File: src/rtl/modbus_txn_ctrl_if.sv
// Handshake bundle between the Modbus RTU transaction sequencer and its neighbours
// (frame parser, CRC unit, exception checker, register file, response transmitter).
//
// Modports:
//   master - the sequencer: consumes parser/CRC/exception/regfile/tx status and
//            drives rx_enable, busy, register starts, response fields, error pulses
//            and statistics counters.
//   slave  - the surrounding datapath, with the opposite directions.
interface modbus_txn_ctrl_if;
    logic [7:0]  dev_addr;
    logic        rx_message_done;
    logic [7:0]  rx_dev_addr;
    logic [7:0]  func_code;
    logic        crc_done;
    logic        exception_done;
    logic [7:0]  exception;
    logic        reg_op_done;
    logic        tx_done;

    logic        rx_enable;
    logic        busy;
    logic        reg_rd_start;
    logic        reg_wr_start;
    logic        resp_start;
    logic        resp_exc;
    logic [7:0]  resp_func;
    logic [7:0]  resp_exc_code;
    logic        frame_dropped;
    logic        timeout_err;
    logic        overrun;
    logic [15:0] frame_cnt;
    logic [15:0] crc_err_cnt;
    logic [15:0] exc_cnt;

    modport master (
        input  dev_addr, rx_message_done, rx_dev_addr, func_code, crc_done,
               exception_done, exception, reg_op_done, tx_done,
        output rx_enable, busy, reg_rd_start, reg_wr_start, resp_start, resp_exc,
               resp_func, resp_exc_code, frame_dropped, timeout_err, overrun,
               frame_cnt, crc_err_cnt, exc_cnt
    );

    modport slave (
        output dev_addr, rx_message_done, rx_dev_addr, func_code, crc_done,
               exception_done, exception, reg_op_done, tx_done,
        input  rx_enable, busy, reg_rd_start, reg_wr_start, resp_start, resp_exc,
               resp_func, resp_exc_code, frame_dropped, timeout_err, overrun,
               frame_cnt, crc_err_cnt, exc_cnt
    );
endinterface

File: src/rtl/modbus_txn_ctrl.sv
// Modbus RTU slave transaction sequencer.
// Qualifies the address of a parsed request, waits for CRC and the exception verdict,
// dispatches a register read/write, launches the response and then holds the bus
// silent for the inter-frame gap before re-enabling reception.
//
// Ports:
//   clk_in   - system clock
//   rst_n_in - asynchronous reset, active low
//   bus      - modbus_txn_ctrl_if.master: all handshake, response and status signals
//
// Parameters:
//   EXC_WAIT   - cycles after crc_done to wait for exception_done (expiry = CRC fail)
//   OP_TIMEOUT - max cycles to wait for reg_op_done / tx_done
//   GAP_CYCLES - silent gap length before returning to idle (0 acts as 1)
//
// Build option: define MODBUS_STATS_EN to include the saturating frame/CRC-error/
// exception counters; otherwise those outputs are tied to zero.
module modbus_txn_ctrl #(
    parameter int unsigned EXC_WAIT   = 8,
    parameter int unsigned OP_TIMEOUT = 1024,
    parameter int unsigned GAP_CYCLES = 4000
) (
    input logic               clk_in,
    input logic               rst_n_in,
    modbus_txn_ctrl_if.master bus
);

    // One down-counter is shared by every timed state, so size it for the largest load.
    localparam int unsigned MaxAB  = (EXC_WAIT > OP_TIMEOUT) ? EXC_WAIT : OP_TIMEOUT;
    localparam int unsigned CntMax = (MaxAB > GAP_CYCLES) ? MaxAB : GAP_CYCLES;
    localparam int unsigned CntW   = (CntMax < 2) ? 1 : $clog2(CntMax + 1);

    localparam logic [CntW-1:0] ExcWaitLd = CntW'(EXC_WAIT);
    localparam logic [CntW-1:0] OpLd      = CntW'(OP_TIMEOUT);
    localparam logic [CntW-1:0] GapLd     = CntW'(GAP_CYCLES);
    localparam logic [CntW-1:0] CntOne    = CntW'(1);

    typedef enum logic [2:0] {
        StIdle,
        StWaitCrc,
        StWaitExc,
        StRegRd,
        StRegWr,
        StResp,
        StGap
    } state_e;

    state_e          r_state;
    logic [CntW-1:0] r_cnt;
    logic [7:0]      r_func;
    logic            r_bcast;

    logic            r_rx_enable;
    logic            r_busy;
    logic            r_reg_rd_start;
    logic            r_reg_wr_start;
    logic            r_resp_start;
    logic            r_resp_exc;
    logic [7:0]      r_resp_func;
    logic [7:0]      r_resp_exc_code;
    logic            r_frame_dropped;
    logic            r_timeout_err;
    logic            r_overrun;

    logic w_addr_ok;
    logic w_accept;
    logic w_cnt_last;
    logic w_exc_hit;
    logic w_crc_fail;
    logic w_exc_resp;
    logic w_is_read;
    logic w_is_write;

    assign w_addr_ok  = (bus.rx_dev_addr == bus.dev_addr) || (bus.rx_dev_addr == 8'h00);
    assign w_accept   = (r_state == StIdle) && bus.rx_message_done && w_addr_ok;
    // A load of N gives exactly N waiting cycles; loads of 0 behave as 1.
    assign w_cnt_last = (r_cnt <= CntOne);
    assign w_exc_hit  = (bus.exception != 8'h00);
    // exception_done on the final wait cycle still wins over expiry.
    assign w_crc_fail = (r_state == StWaitExc) && !bus.exception_done && w_cnt_last;
    assign w_exc_resp = (r_state == StWaitExc) && bus.exception_done && w_exc_hit && !r_bcast;
    assign w_is_read  = (r_func == 8'h03) || (r_func == 8'h04);
    assign w_is_write = (r_func == 8'h06);

    always_ff @(posedge clk_in or negedge rst_n_in) begin
        if (!rst_n_in) begin
            r_state         <= StIdle;
            r_cnt           <= '0;
            r_func          <= 8'h00;
            r_bcast         <= 1'b0;
            r_rx_enable     <= 1'b1;
            r_busy          <= 1'b0;
            r_reg_rd_start  <= 1'b0;
            r_reg_wr_start  <= 1'b0;
            r_resp_start    <= 1'b0;
            r_resp_exc      <= 1'b0;
            r_resp_func     <= 8'h00;
            r_resp_exc_code <= 8'h00;
            r_frame_dropped <= 1'b0;
            r_timeout_err   <= 1'b0;
            r_overrun       <= 1'b0;
        end else begin
            r_reg_rd_start  <= 1'b0;
            r_reg_wr_start  <= 1'b0;
            r_resp_start    <= 1'b0;
            r_frame_dropped <= 1'b0;
            r_timeout_err   <= 1'b0;
            r_overrun       <= bus.rx_message_done && (r_state != StIdle);

            case (r_state)
                StIdle: begin
                    if (bus.rx_message_done) begin
                        r_func <= bus.func_code;
                        if (w_accept) begin
                            r_bcast     <= (bus.rx_dev_addr == 8'h00);
                            r_state     <= StWaitCrc;
                            r_busy      <= 1'b1;
                            r_rx_enable <= 1'b0;
                        end else begin
                            r_frame_dropped <= 1'b1;
                        end
                    end
                end

                StWaitCrc: begin
                    if (bus.crc_done) begin
                        r_cnt   <= ExcWaitLd;
                        r_state <= StWaitExc;
                    end
                end

                StWaitExc: begin
                    if (bus.exception_done) begin
                        if (w_exc_resp) begin
                            r_state         <= StResp;
                            r_cnt           <= OpLd;
                            r_resp_start    <= 1'b1;
                            r_resp_exc      <= 1'b1;
                            r_resp_func     <= r_func | 8'h80;
                            r_resp_exc_code <= bus.exception;
                        end else if (!w_exc_hit && w_is_write) begin
                            r_state        <= StRegWr;
                            r_cnt          <= OpLd;
                            r_reg_wr_start <= 1'b1;
                        end else if (!w_exc_hit && w_is_read && !r_bcast) begin
                            r_state        <= StRegRd;
                            r_cnt          <= OpLd;
                            r_reg_rd_start <= 1'b1;
                        end else begin
                            // Broadcast exception, broadcast read, or nothing to execute.
                            r_state <= StGap;
                            r_cnt   <= GapLd;
                        end
                    end else if (w_crc_fail) begin
                        r_frame_dropped <= 1'b1;
                        r_state         <= StGap;
                        r_cnt           <= GapLd;
                    end else begin
                        r_cnt <= r_cnt - CntOne;
                    end
                end

                StRegRd, StRegWr: begin
                    if (bus.reg_op_done) begin
                        if (r_bcast) begin
                            r_state <= StGap;
                            r_cnt   <= GapLd;
                        end else begin
                            r_state         <= StResp;
                            r_cnt           <= OpLd;
                            r_resp_start    <= 1'b1;
                            r_resp_exc      <= 1'b0;
                            r_resp_func     <= r_func;
                            r_resp_exc_code <= 8'h00;
                        end
                    end else if (w_cnt_last) begin
                        r_timeout_err <= 1'b1;
                        r_state       <= StGap;
                        r_cnt         <= GapLd;
                    end else begin
                        r_cnt <= r_cnt - CntOne;
                    end
                end

                StResp: begin
                    // RESP is the only state that sets resp_*, so clearing on its exits
                    // is the same as clearing on GAP entry.
                    if (bus.tx_done || w_cnt_last) begin
                        r_timeout_err   <= !bus.tx_done;
                        r_state         <= StGap;
                        r_cnt           <= GapLd;
                        r_resp_exc      <= 1'b0;
                        r_resp_func     <= 8'h00;
                        r_resp_exc_code <= 8'h00;
                    end else begin
                        r_cnt <= r_cnt - CntOne;
                    end
                end

                StGap: begin
                    if (w_cnt_last) begin
                        r_state     <= StIdle;
                        r_rx_enable <= 1'b1;
                        r_busy      <= 1'b0;
                        r_bcast     <= 1'b0;
                    end else begin
                        r_cnt <= r_cnt - CntOne;
                    end
                end

                default: begin
                    r_state <= StIdle;
                end
            endcase
        end
    end

    assign bus.rx_enable     = r_rx_enable;
    assign bus.busy          = r_busy;
    assign bus.reg_rd_start  = r_reg_rd_start;
    assign bus.reg_wr_start  = r_reg_wr_start;
    assign bus.resp_start    = r_resp_start;
    assign bus.resp_exc      = r_resp_exc;
    assign bus.resp_func     = r_resp_func;
    assign bus.resp_exc_code = r_resp_exc_code;
    assign bus.frame_dropped = r_frame_dropped;
    assign bus.timeout_err   = r_timeout_err;
    assign bus.overrun       = r_overrun;

`ifdef MODBUS_STATS_EN
    logic [15:0] r_frame_cnt;
    logic [15:0] r_crc_err_cnt;
    logic [15:0] r_exc_cnt;

    always_ff @(posedge clk_in or negedge rst_n_in) begin
        if (!rst_n_in) begin
            r_frame_cnt   <= 16'h0000;
            r_crc_err_cnt <= 16'h0000;
            r_exc_cnt     <= 16'h0000;
        end else begin
            if (w_accept && (r_frame_cnt != 16'hFFFF)) begin
                r_frame_cnt <= r_frame_cnt + 16'h0001;
            end
            if (w_crc_fail && (r_crc_err_cnt != 16'hFFFF)) begin
                r_crc_err_cnt <= r_crc_err_cnt + 16'h0001;
            end
            if (w_exc_resp && (r_exc_cnt != 16'hFFFF)) begin
                r_exc_cnt <= r_exc_cnt + 16'h0001;
            end
        end
    end

    assign bus.frame_cnt   = r_frame_cnt;
    assign bus.crc_err_cnt = r_crc_err_cnt;
    assign bus.exc_cnt     = r_exc_cnt;
`else
    assign bus.frame_cnt   = 16'h0000;
    assign bus.crc_err_cnt = 16'h0000;
    assign bus.exc_cnt     = 16'h0000;
`endif

endmodule

File: src/flat_wrapper.sv
// flat-port wrapper written by rule: the top's interface ports become plain ports
module modbus_txn_ctrl_flat 
#(
    parameter int unsigned EXC_WAIT   = 8,
    parameter int unsigned OP_TIMEOUT = 1024,
    parameter int unsigned GAP_CYCLES = 4000
)
  (clk_in, rst_n_in, bus_dev_addr, bus_rx_message_done, bus_rx_dev_addr, bus_func_code, bus_crc_done, bus_exception_done, bus_exception, bus_reg_op_done, bus_tx_done, bus_rx_enable, bus_busy, bus_reg_rd_start, bus_reg_wr_start, bus_resp_start, bus_resp_exc, bus_resp_func, bus_resp_exc_code, bus_frame_dropped, bus_timeout_err, bus_overrun, bus_frame_cnt, bus_crc_err_cnt, bus_exc_cnt);
  modbus_txn_ctrl_if bus_i ();
  input logic clk_in;
  input logic rst_n_in;
  input wire logic [$bits(bus_i.dev_addr)-1:0] bus_dev_addr;
  input wire logic [$bits(bus_i.rx_message_done)-1:0] bus_rx_message_done;
  input wire logic [$bits(bus_i.rx_dev_addr)-1:0] bus_rx_dev_addr;
  input wire logic [$bits(bus_i.func_code)-1:0] bus_func_code;
  input wire logic [$bits(bus_i.crc_done)-1:0] bus_crc_done;
  input wire logic [$bits(bus_i.exception_done)-1:0] bus_exception_done;
  input wire logic [$bits(bus_i.exception)-1:0] bus_exception;
  input wire logic [$bits(bus_i.reg_op_done)-1:0] bus_reg_op_done;
  input wire logic [$bits(bus_i.tx_done)-1:0] bus_tx_done;
  output wire logic [$bits(bus_i.rx_enable)-1:0] bus_rx_enable;
  output wire logic [$bits(bus_i.busy)-1:0] bus_busy;
  output wire logic [$bits(bus_i.reg_rd_start)-1:0] bus_reg_rd_start;
  output wire logic [$bits(bus_i.reg_wr_start)-1:0] bus_reg_wr_start;
  output wire logic [$bits(bus_i.resp_start)-1:0] bus_resp_start;
  output wire logic [$bits(bus_i.resp_exc)-1:0] bus_resp_exc;
  output wire logic [$bits(bus_i.resp_func)-1:0] bus_resp_func;
  output wire logic [$bits(bus_i.resp_exc_code)-1:0] bus_resp_exc_code;
  output wire logic [$bits(bus_i.frame_dropped)-1:0] bus_frame_dropped;
  output wire logic [$bits(bus_i.timeout_err)-1:0] bus_timeout_err;
  output wire logic [$bits(bus_i.overrun)-1:0] bus_overrun;
  output wire logic [$bits(bus_i.frame_cnt)-1:0] bus_frame_cnt;
  output wire logic [$bits(bus_i.crc_err_cnt)-1:0] bus_crc_err_cnt;
  output wire logic [$bits(bus_i.exc_cnt)-1:0] bus_exc_cnt;
  assign bus_i.dev_addr = bus_dev_addr;
  assign bus_i.rx_message_done = bus_rx_message_done;
  assign bus_i.rx_dev_addr = bus_rx_dev_addr;
  assign bus_i.func_code = bus_func_code;
  assign bus_i.crc_done = bus_crc_done;
  assign bus_i.exception_done = bus_exception_done;
  assign bus_i.exception = bus_exception;
  assign bus_i.reg_op_done = bus_reg_op_done;
  assign bus_i.tx_done = bus_tx_done;
  assign bus_rx_enable = bus_i.rx_enable;
  assign bus_busy = bus_i.busy;
  assign bus_reg_rd_start = bus_i.reg_rd_start;
  assign bus_reg_wr_start = bus_i.reg_wr_start;
  assign bus_resp_start = bus_i.resp_start;
  assign bus_resp_exc = bus_i.resp_exc;
  assign bus_resp_func = bus_i.resp_func;
  assign bus_resp_exc_code = bus_i.resp_exc_code;
  assign bus_frame_dropped = bus_i.frame_dropped;
  assign bus_timeout_err = bus_i.timeout_err;
  assign bus_overrun = bus_i.overrun;
  assign bus_frame_cnt = bus_i.frame_cnt;
  assign bus_crc_err_cnt = bus_i.crc_err_cnt;
  assign bus_exc_cnt = bus_i.exc_cnt;
  modbus_txn_ctrl #(.EXC_WAIT(EXC_WAIT), .OP_TIMEOUT(OP_TIMEOUT), .GAP_CYCLES(GAP_CYCLES)) u_core (.clk_in(clk_in), .rst_n_in(rst_n_in), .bus(bus_i));
endmodule
File: config.mk
export PLATFORM = sky130hd
export DESIGN_NAME = modbus_txn_ctrl_flat
export DESIGN_NICKNAME = d
export VERILOG_FILES = /design/src/rtl/modbus_txn_ctrl_if.sv /design/src/rtl/modbus_txn_ctrl.sv /design/src/flat_wrapper.sv
export SDC_FILE = /design/constraint.sdc
export NUM_CORES = 1
export LEC_CHECK = 0
export BUFFER_PORTS_ARGS = -buffer_cell sky130_fd_sc_hd__buf_2
export CORE_MARGIN = 8
export CORE_UTILIZATION = 54
export DETAILED_ROUTE_END_ITERATION = 7
export PLACE_DENSITY = 0.86
export SLEW_MARGIN = 20
export SYNTH_ARGS = -nofsm -noshare
export SYNTH_HDL_FRONTEND = slang
export SYNTH_SLANG_ARGS = --single-unit
File: constraint.sdc
create_clock -name clk_in -period 5.3 [get_ports clk_in]
set_input_delay 0.795 -clock clk_in [delete_from_list [all_inputs] [get_ports clk_in]]
set_output_delay 0.795 -clock clk_in [all_outputs]
set_load 0.03 [all_outputs]
# After elaboration in Yosys (flattened, before gate mapping)
# Index checks and enable logic that the tools add are counted.
# totals
out_inout_bits,73
reg_bits,49
# op_classes
eq_ne,22
reduce_logical,31
addsub,1
n_mux,77
magnitude_cmp,1
# ops
cell,n
12-bit 2-to-1 mux,11
8-bit 2-to-1 mux,9
12-bit case mux with 5 select lines,1
8-bit case mux with 3 select lines,2
3-bit 2-to-1 mux,12
1-bit 2-to-1 mux,33
3-bit case mux with 6 select lines,1
"8-bit by 3-bit equality test with 1-bit output, second input constant",2
"12-bit by 1-bit <= comparator with 1-bit output, second input constant",1
"2-bit != test, second input constant",6
1-bit case mux with 2 select lines,6
"12-bit by 1-bit subtractor with 12-bit output, second input constant",1
1-bit logical AND,11
"3-bit equality test, second input constant",3
"8-bit by 2-bit equality test with 1-bit output, second input constant",1
8-bit equality test,1
8-bit logical NOT,1
"2-bit by 1-bit != test with 1-bit output, second input constant",4
8-bit nonzero test,1
7-bit AND reduction,1
"3-bit by 2-bit equality test with 1-bit output, second input constant",2
"3-bit by 2-bit != test with 1-bit output, second input constant",2
6-bit AND reduction,1
3-bit nonzero test,2
12 further kinds,17

# Longest topological paths before layout
# depth
depth_word,9
depth_mapped,9
ltp_nobuf,8

# Worst setup path before layout
# No wires, ideal clock.
# synth_timing
kind,input-to-reg
start,input bus_exception[5]
end,register u_core.r_state[0]
path_buffers,0
setup_slack_ps,3041
t_required_ps,5175
path_stages,6
arrival_ps,2135
cell_sequence,nor4_2 a21oi_1 and2_1 a21o_1 or3_1 mux2_2
# synth_between
elab_chain_cells,9
# synth_lines
element,line_no,source
from (decl),flat_wrapper.sv:18,input wire logic [$bits(bus_i.exception)-1:0] bus_exception;
8-bit nonzero test (*),modbus_txn_ctrl.sv:78,assign w_exc_hit = (bus.exception != 8'h00);
1-bit logical NOT,"modbus_txn_ctrl.sv:141, modbus_txn_ctrl.sv:145",
1-bit logical AND (2 in a row),modbus_txn_ctrl.sv:145,end else if (!w_exc_hit && w_is_read && !r_bcast) begin
3-bit 2-to-1 mux,modbus_txn_ctrl.sv:145,
3-bit 2-to-1 mux,modbus_txn_ctrl.sv:141,end else if (!w_exc_hit && w_is_write) begin
3-bit 2-to-1 mux (*),modbus_txn_ctrl.sv:134,if (w_exc_resp) begin
3-bit 2-to-1 mux (*),modbus_txn_ctrl.sv:133,if (bus.exception_done) begin
3-bit case mux with 6 select lines (*),modbus_txn_ctrl.sv:110,case (r_state)
to (signal assigned),modbus_txn_ctrl.sv:135,r_state <= StResp;
to (signal assigned),modbus_txn_ctrl.sv:142,r_state <= StRegWr;
to (signal assigned),modbus_txn_ctrl.sv:146,r_state <= StRegRd;
to (decl),modbus_txn_ctrl.sv:48,state_e r_state;
# Every way passes the cells marked *; elsewhere a longest branch is shown, timed or not.
# A chain may end at the register's enable or synchronous reset.

# Final worst setup path
# layout_timing
start,register u_core.r_cnt[7]
end,register u_core.r_cnt[11]
# layout_between
elab_chain_cells,5
# layout_lines
element,line_no,source
from (decl),modbus_txn_ctrl.sv:49,logic [CntW-1:0] r_cnt;
from (signal assigned),modbus_txn_ctrl.sv:127,r_cnt <= ExcWaitLd;
from (signal assigned),modbus_txn_ctrl.sv:136,r_cnt <= OpLd;
from (signal assigned),modbus_txn_ctrl.sv:143,r_cnt <= OpLd;
12-bit by 1-bit <= comparator with 1-bit output,modbus_txn_ctrl.sv:77,assign w_cnt_last = (r_cnt <= CntOne);
1-bit logical AND,modbus_txn_ctrl.sv:80,assign w_crc_fail = (r_state == StWaitExc) && !bus.exception_done && w_cnt_last;
12-bit 2-to-1 mux,modbus_txn_ctrl.sv:154,end else if (w_crc_fail) begin
12-bit 2-to-1 mux,modbus_txn_ctrl.sv:133,
12-bit case mux with 5 select lines,modbus_txn_ctrl.sv:110,
# Parallel ways exist; a longest one is shown, timed or not. The select of a mux whose other input is x is not followed.

==> impl_metrics.json <==
{
  "final_common_cell": "buf_2",
  "min_from": "u_core.bus.resp_func[6]$_DFFE_PN0P_",
  "cp.required_ns": 5.48,
  "stdcell_count": 459,
  "final_cell_mix": "buf_2 (62), conb_1 (48), dfrtp_1 (48), nand2_1 (30), nor2_1 (23)",
  "ys.warnings.count": 0,
  "worst-setup-path-type": "reg -> reg",
  "synth-main-ff-cell": "dfrtp_1",
  "dp.cells": 451,
  "cts_buffer_depth": 2,
  "crit_buf_inv": 0,
  "power_mw": 1.87,
  "fillers": 518,
  "tightestPinTransition_ns": 0.920,
  "root_buffer": "clkbuf_8",
  "timing.slew.headroom_pct": 38.2,
  "synth_edf_count": 0,
  "synth_cell_type_count": 57,
  "endpoint_kind": "flip-flop",
  "syn2layout_area_growth_pct": 7.95,
  "fmax_mhz": 392,
  "clk_pin_slew_ns": 0.09,
  "crit_family": "simple AND/OR/NAND/NOR gates",
  "cp-start-kind": "flip-flop",
  "vdd_drop_max_mv": 0.311,
  "status": "finished, final reports clean",
  "avgSynthCellArea_um2": 9.24,
  "rows": 27,
  "slew_viol_final": 0,
  "clock_skew_ns": 0.0114,
  "die_area_um2": 8280,
  "path_max_fanout": 15,
  "finalSetupTns_ns": 0,
  "vias_per_cell": 5.31,
  "drt-total-wl_mm": 6.85,
  "num_vias": 2439,
  "drive_gt1_share_pct": 23.5,
  "preCtsSetupSlack_ns": 2.59,
  "grt_pass1_vias": 2467,
  "grt_pass1_wl_mm": 11.5,
  "cp_slowest_cell": "o21ai_1",
  "cts_hold_buffers": 0,
  "r2r_start": "u_core.r_cnt[7]$_DFFE_PN0P_",
  "gp_congestion": 0.877,
  "cts_max_level": 2,
  "ys_seq_area_share_pct": 40.4,
  "grt-ovfl-total": 0,
  "num_io_pins": 112,
  "antenna_found_initial": 0,
  "hold_viol_final": 0,
  "dr.pass1.iters": 4,
  "hpwl_mm": 5.49,
  "cts_sinks": 49,
  "io_buffer_count": 63,
  "clock_latency_ns": 0.30,
  "cpPeakStageDelay_ns": 0.75,
  "postLayoutSetupSlackWorst_ns": 2.75,
  "syn-instance-count": 329,
  "diodes": 0,
  "drt_iter0_drc": 164,
  "setup_viol": 0,
  "rsz0062_at_grt": "no",
  "cts_setup_buffers": 0,
  "fp.dieH_um": 91.0,
  "die_w_um": 91.0,
  "wl_per_cell_um": 14.9,
  "core_area_um2": 5470,
  "syn_area_um2": 3040,
  "maxCapViolations": 0,
  "nets": 427,
  "hp-class": "reg -> reg",
  "cp.arrival_ns": 2.73,
  "grt.total_usage_pct": 16.3,
  "p_leak_nw": 1.62,
  "cts-resized-gates": 0,
  "cp-startpoint": "u_core.r_cnt[7]$_DFFE_PN0P_",
  "ant_nets": 0,
  "async_flop_share_pct": 100,
  "ys_ff_latch": 49,
  "tritoncts": "done",
  "cts_buffers": 5,
  "initial_core_util_pct": 55.5,
  "post-route-util_pct": 59.9,
  "fin_crit_sh_pct": 48.2,
  "drcViolationCount": 0,
  "power.density_nw_per_um2": 570,
  "path_cells": "nor4_2 -> and2b_1 -> a21oi_2 -> o21ai_1 -> or3_1 -> o211ai_1",
  "period_needed_ns": 2.55,
  "grt_max_degree": 50
}
-- sequential cells by signal, indices dropped and copies added, names as in the netlist --
register                  count
u_core.r_cnt                 12
u_core.bus.resp_exc_code      8
u_core.bus.resp_func          8
u_core.r_func                 8
u_core.r_state                3
u_core.bus.busy               1
u_core.bus.frame_dropped      1
u_core.bus.overrun            1
u_core.bus.reg_rd_start       1
u_core.bus.reg_wr_start       1
u_core.bus.resp_exc           1
u_core.bus.resp_start         1
u_core.bus.rx_enable          1
u_core.bus.timeout_err        1
u_core.r_bcast                1
-- area by class of cell --
| cell class | count | area (um^2) | share of cell area (%) |
|---|---|---|---|
| well taps | 72 | 90.1 | 2.75 |
| flip-flops and latches | 49 | 1230 | 37.4 |
| multi-input cells | 257 | 1510 | 46.1 |
| inverters | 10 | 37.5 | 1.14 |
| repair buffers | 63 | 318 | 9.69 |
| clock buffers | 5 | 68.8 | 2.10 |
| clock inverters | 3 | 25.0 | 0.763 |
-- metrics by stage --
stage	hold WS [ns]	instance area [um^2]
after detailed placement	0.471	3180
after global routing	0.519	3280
after floorplan	0.452	3220
after CTS	0.493	3280
after global placement	0.466	3180
final	0.488	3280
-- Yosys cell counts (2+ instances only) --
cell type | instances | area share (%)
o21bai_1 | 2 | 0.49
a21o_1 | 5 | 1.2
and2_1 | 4 | 0.82
a22oi_1 | 2 | 0.49
nor4_1 | 5 | 1.0
buf_6 | 3 | 1.1
nand2_1 | 30 | 3.7
o211ai_1 | 5 | 1.2
nand3_1 | 3 | 0.49
a21oi_1 | 19 | 3.1
clkbuf_1 | 2 | 0.25
nand4_1 | 3 | 0.62
dfrtp_1 | 48 | 40
o311ai_1 | 2 | 0.58
o21ai_0 | 12 | 2.0
and3b_1 | 2 | 0.58
nand4b_1 | 2 | 0.58
xnor2_1 | 8 | 2.3
mux2i_1 | 2 | 0.66
buf_2 | 7 | 1.2
inv_1 | 10 | 1.2
o22ai_1 | 4 | 0.82
nor2_1 | 23 | 2.8
ha_1 | 2 | 0.82
or3_1 | 5 | 1.0
nor2b_1 | 3 | 0.62
nor4_2 | 3 | 1.2
buf_4 | 48 | 12
o21ai_1 | 14 | 2.3
a22o_1 | 8 | 2.3
mux2_2 | 10 | 3.7
or2_1 | 2 | 0.41
nand2b_1 | 7 | 1.4
-- tightest hold or removal path, stage by stage (launching register included) --
cell and delay (ns):
dfrtp_1 0.35, nand2_1 0.05, o21ai_1 0.06
-- routing by layer --
| metal | track usage (%) | up-vias | wire, um |
|---|---|---|---|
| met5 | 0 | - | 0 |
| met4 | 4.37 | 0 | 42 |
| met3 | 4.28 | 2 | 388 |
| met2 | 28.7 | 75 | 3550 |
| met1 | 19.1 | 1187 | 2870 |
| li1 | - | 1175 | - |
-- where the power goes --
group | internal (mW) | total, mW | switching, mW
Sequential | 0.521 | 0.669 | 0.148
Clock | 0.0962 | 0.220 | 0.124
Combinational | 0.366 | 0.981 | 0.615
-- worst paths after layout --
check	to	slack, ns	cells after the start
setup / recovery	u_core.r_cnt[11]$_DFFE_PN0P_	2.75	6
hold / removal	u_core.bus.resp_func[6]$_DFFE_PN0P_	0.49	2
setup reg to reg	u_core.r_cnt[11]$_DFFE_PN0P_	2.75	6
hold reg to reg	u_core.bus.resp_func[6]$_DFFE_PN0P_	0.49	2
max in group asynchronous	u_core.bus.resp_exc_code[7]$_DFFE_PN0P_	4.40	1
min in group asynchronous	u_core.r_cnt[0]$_DFFE_PN0P_	0.50	1
-- cells by family (layout without fill, tap and decap cells) --
family | count (synthesis) | after routing | share of synthesized area [%]
AOI/OAI and AO/OA | 85 | 85 | 18.1
muxes | 13 | 13 | 4.73
xor gates and xnor gates | 8 | 8 | 2.31
and+or+nand+nor | 101 | 101 | 17.9
DFF | 49 | 49 | 40.4
adders and majority gates | 2 | 2 | 0.823
other | 1 | 48 | 0.123
buffers and inverters | 70 | 81 | 15.6
Note: power is estimated with default switching activity, not from simulation.
